**src/rtl/pwm_compare_unit.sv**
```systemverilog
// PWM compare stage fed by a free-running counter: duty/enable arrive through
// a valid/ready pending slot and take effect only at a period boundary.
module pwm_compare_unit #(
  parameter int WIDTH    = 5,
  parameter int PCNT_W   = 8,
  parameter bit POLARITY = 1'b1
) (
  input  logic              clk,
  input  logic              rst,
  input  logic [WIDTH-1:0]  count_in,
  input  logic              cfg_valid,
  output logic              cfg_ready,
  input  logic [WIDTH-1:0]  cfg_duty,
  input  logic              cfg_en,
  output logic              pwm_out,
  output logic              match_pulse,
  output logic              period_pulse,
  output logic              active,
  output logic [PCNT_W-1:0] period_cnt
);

  typedef enum logic {IDLE, RUN} state_t;

  state_t              state, state_next;
  logic [1:0]          rst_sync;
  logic [WIDTH-1:0]    count_prev;
  logic [WIDTH-1:0]    duty_act, duty_next;
  logic [WIDTH-1:0]    pend_duty;
  logic                pend_full, pend_en;
  logic                boundary, xfer, apply, raw;
  logic                pwm_next, match_next;
  logic [PCNT_W-1:0]   pcnt_next;

  // Reset asserts immediately; release ripples through two stages so the
  // handshake wakes one edge after release and boundary detection one later.
  always_ff @(posedge clk or negedge rst) begin
    if (!rst) rst_sync <= '0;
    else      rst_sync <= {rst_sync[0], 1'b1};
  end

  assign cfg_ready = !pend_full && rst_sync[0];
  assign xfer      = cfg_valid && cfg_ready;
  assign boundary  = rst_sync[1] && (count_in == '0) && (count_prev != '0);
  assign apply     = boundary && pend_full;

  always_comb begin
    state_next = state;
    duty_next  = duty_act;
    pcnt_next  = period_cnt;
    pwm_next   = 1'b0;
    match_next = 1'b0;
    raw        = 1'b0;
    if (apply) begin
      duty_next  = pend_duty;
      state_next = pend_en ? RUN : IDLE;
    end
    if (boundary) begin
      if (state == RUN && state_next == RUN) begin
        if (period_cnt != '1) pcnt_next = period_cnt + 1'b1;
      end else if (state != state_next) begin
        pcnt_next = '0;
      end
    end
    // Compare against the duty that is active after this edge, so a new
    // duty governs count 0 of its own period.
    if (state_next == RUN) begin
      raw        = (count_in < duty_next);
      pwm_next   = POLARITY ? raw : !raw;
      match_next = (count_in == duty_next) && (duty_next != '0);
    end
  end

  always_ff @(posedge clk or negedge rst) begin
    if (!rst) begin
      state        <= IDLE;
      count_prev   <= '0;
      duty_act     <= '0;
      pend_full    <= 1'b0;
      pend_duty    <= '0;
      pend_en      <= 1'b0;
      pwm_out      <= 1'b0;
      match_pulse  <= 1'b0;
      period_pulse <= 1'b0;
      active       <= 1'b0;
      period_cnt   <= '0;
    end else begin
      state        <= state_next;
      duty_act     <= duty_next;
      period_cnt   <= pcnt_next;
      pwm_out      <= pwm_next;
      match_pulse  <= match_next;
      period_pulse <= boundary;
      active       <= (state_next == RUN);
      if (rst_sync[0]) count_prev <= count_in;
      if (xfer) begin
        pend_full <= 1'b1;
        pend_duty <= cfg_duty;
        pend_en   <= cfg_en;
      end else if (apply) begin
        pend_full <= 1'b0;
      end
    end
  end

endmodule

```
**config.mk**
```make
export PLATFORM = sky130hd
export DESIGN_NAME = pwm_compare_unit
export DESIGN_NICKNAME = d
export VERILOG_FILES = /design/src/rtl/pwm_compare_unit.sv
export SDC_FILE = /design/constraint.sdc
export NUM_CORES = 1
export LEC_CHECK = 0
export BUFFER_PORTS_ARGS = -buffer_cell sky130_fd_sc_hd__buf_2
export CORE_AREA = 3 3 66 68
export DETAILED_ROUTE_END_ITERATION = 10
export DIE_AREA = 0 0 69 71
export GPL_TIMING_DRIVEN = 0
export PLACE_DENSITY = 0.71
export SLEW_MARGIN = 20
export SYNTH_ARGS = -nofsm -noshare
export SYNTH_HDL_FRONTEND = slang
export SYNTH_SLANG_ARGS = --single-unit
```
**constraint.sdc**
```tcl
create_clock -name clk -period 3.7 [get_ports clk]
set_clock_uncertainty 0.05 [all_clocks]
set_input_delay 0.555 -clock clk [delete_from_list [all_inputs] [get_ports clk]]
set_output_delay 0.555 -clock clk [all_outputs]
set_load 0.005 [all_outputs]
```
==> flow_summary.toml <==
[status]
status = "complete, no violations"

[floorplanning]
pin_count = 27
die_h_um = 71
die_area_um2 = 4900
start_util_pct = 39.2
rows = 23
dieWidth_um = 69
coreArea_um2 = 3910

[clock_tree]
cts_sinks = 31
cts_tree = "built"
cts_hold_buf = 0
clkTransAtPathRegs_ns = 0.07
postCtsResizedCells = 0
cts_made_buffers = 5
clock_latency_ns = 0.29
cts_setup_buffers = 0
cts-root-buf = "clkbuf_8"
clk_path_buf_depth = 2
htreeDepth = 2

[setup_path]
crit_family = "simple AND/OR/NAND/NOR gates"
worstPathCellList = "or4_1, buf_2, o211ai_4, mux2_4, ha_1, or2_2, o2111ai_4, or3_4, o31ai_1"
reg2reg_from = "count_prev[0]"
crit_arrival_ns = 3.33
cp_data_required_time_ns = 3.85
max_stage_delay_ns = 0.50
start_kind = "register"
critical_path_class = "reg2reg"
worstPathMaxFanout = 10
slowest_stage = "or4_1"
timing.critical_path.to_type = "register"
critPathBufInv = 1
setup.worst_path.start = "count_prev[0]"

[cells_and_area]
diodes = 0
area_growth_pct = 20.2
fillers = 397
stdcell_count = 218
drive_gt1_share_pct = 31.0
mostFrequentLayoutCells = "dfrtp_1, buf_2, mux2_2"
nets = 188
mostFrequentLayoutCell = "dfrtp_1"

[logic_synthesis]
synth-main-ff-cell = "dfrtp_1"
syn-instance-count = 134
synth_edf_count = 0
syn_area_um2 = 1530
yosysTopAreaCellShare_pct = 50.6
ys_top_cells_by_area = "dfrtp_1, mux2_2, ha_1"
synth-seq-area-share_pct = 50.6
synth.avg_cell_area_um2 = 11.4
async_reset_ff_share_pct = 100
ys_warn_count = 0
syn_nets = 155
ys_types = 33
synth_seq_cells = 31
synth_area_leader_cell = "dfrtp_1"

[flow_run]
drv_cap = 0

[route]
wl_per_cell_um = 14.3
totalWireLength_um = 3120
vias = 1145
drc_errors = 0
drt-pass1-iter-count = 5
vias_per_cell = 5.25
ant_nets = 0
drtIter0Drc = 56

[timing]
max_slew.worst_pin.slew_ns = 0.807
drv_slew = 0
setup_viol = 0
relSlewSlack_pct = 45.8
finalCriticalPeriod_ns = 3.18
max_freq_ghz = 0.314
period_share_pct = 86.0
rsz0062_at_grt = "no"
setup_tns_ns = 0
hold_viol = 0

[power_and_ir_drop]
peakVddDrop_v = 0.000248
p_per_area_nw_per_um2 = 557
power_leakage_nw = 0.923

[placement]
gp_congestion = 0.786
portBuffers = 26
placed_cells = 210
place_hpwl_um = 2350

[global_route]
grt_max_degree = 32
antenna_found_initial = 0
grt_pass1_vias = 1139
grt_usage_pct = 14.5
overflow = 0
grt_pass1_wl_um = 5510

[min_path]
min_path_type = "in2async"
report_power, final:
group | internal, mW | leakage [nW] | switching, mW | total (mW)
Clock | 0.218 | 0.0612 | 0.130 | 0.348
Sequential | 0.410 | 0.396 | 0.0472 | 0.457
Combinational | 0.112 | 0.465 | 0.110 | 0.222
layer usage:
| layer | global-route usage [%] | up-vias | share of wire, % |
|---|---|---|---|
| li1 | - | 558 | - |
| met4 | 7.16 | 0 | 2.1 |
| met5 | 0 | - | 0 |
| met3 | 5.97 | 5 | 5.6 |
| met2 | 23.2 | 24 | 49 |
| met1 | 16.8 | 558 | 43 |
registers in the layout, summed over array words and instances, names as in the netlist:
signal,cells
period_cnt,8
period_pulse,1
pend_en,1
pwm_out,1
duty_act,5
pend_duty,5
state,1
match_pulse,1
rst_sync,2
pend_full,1
count_prev,5
cell type report:
| cell class | count | area, um^2 | area share [%] |
|---|---|---|---|
| multi-input cells | 92 | 716 | 38.8 |
| flip-flops and latches | 31 | 776 | 42.1 |
| clock inverters | 2 | 35.0 | 1.90 |
| plain buffers | 2 | 8.76 | 0.475 |
| clock buffers | 6 | 82.6 | 4.48 |
| well taps | 50 | 62.6 | 3.39 |
| repair buffers | 26 | 130 | 7.06 |
| inverters | 9 | 33.8 | 1.83 |
per-stage QoR:
| step | instance area, um^2 | setup slack, ns | hold slack, ns | power, mW | util, % |
|---|---|---|---|---|---|
| 6_report | 1840 | 0.517 | 0.249 | 1.03 | 47.1 |
| 3_5_place_dp | 1730 | 0.489 | 0.325 | 0.691 | 44.1 |
| 5_1_grt | 1840 | 0.297 | 0.302 | 1.10 | 47.1 |
| 2_1_floorplan | 1530 | 0.775 | 0.209 | 0.609 | - |
| 4_1_cts | 1840 | 0.511 | 0.274 | 1.05 | 47.1 |
| 3_3_place_gp | 1730 | 0.562 | 0.314 | 0.673 | 44.1 |
worst register-to-register path, delay by kind of cell, from the launching register on:
kind | cells | cell delay [ns]
buf+inv | 1 | 0.18
fa+ha+maj | 1 | 0.32
simple gates | 3 | 1.09
mux | 1 | 0.35
compound gates | 3 | 0.72
flops | 1 | 0.38
cells by family (layout without fill, tap and decap cells):
kind of cell / after synthesis / in the layout / synth area share [%]
AO/OA/AOI/OAI: 25 / 25 / 12.5
multiplexers: 17 / 17 / 12.3
buffers and inverters: 11 / 45 / 2.77
adder cells (fa/ha/maj): 7 / 7 / 5.71
AND/OR/NAND/NOR: 42 / 42 / 15.9
other: 1 / 1 / 0.244
flip-flops: 31 / 31 / 50.6
synth_stat cells (all sizes together) (2+ instances only):
library cell,n
mux2i,5
and3,3
nor2b,2
or4,3
nor2,6
o21ai,9
nand2,9
o211ai,2
nor3,5
ha,7
dfrtp,31
mux2,12
nand3,6
a21oi,3
o31ai,7
inv,9
path summary, 6_finish.rpt:
kind,end,slack (ns),cells after the start
hold / removal,period_pulse,0.25,1
hold reg to reg,rst_sync[1],0.34,0
min in group clk,rst_sync[1],0.34,0
setup / recovery,period_cnt[5],0.52,9
setup reg to reg,period_cnt[5],0.52,9
max in group asynchronous,period_cnt[0],2.90,1
Note: power is estimated with default switching activity, not from simulation.
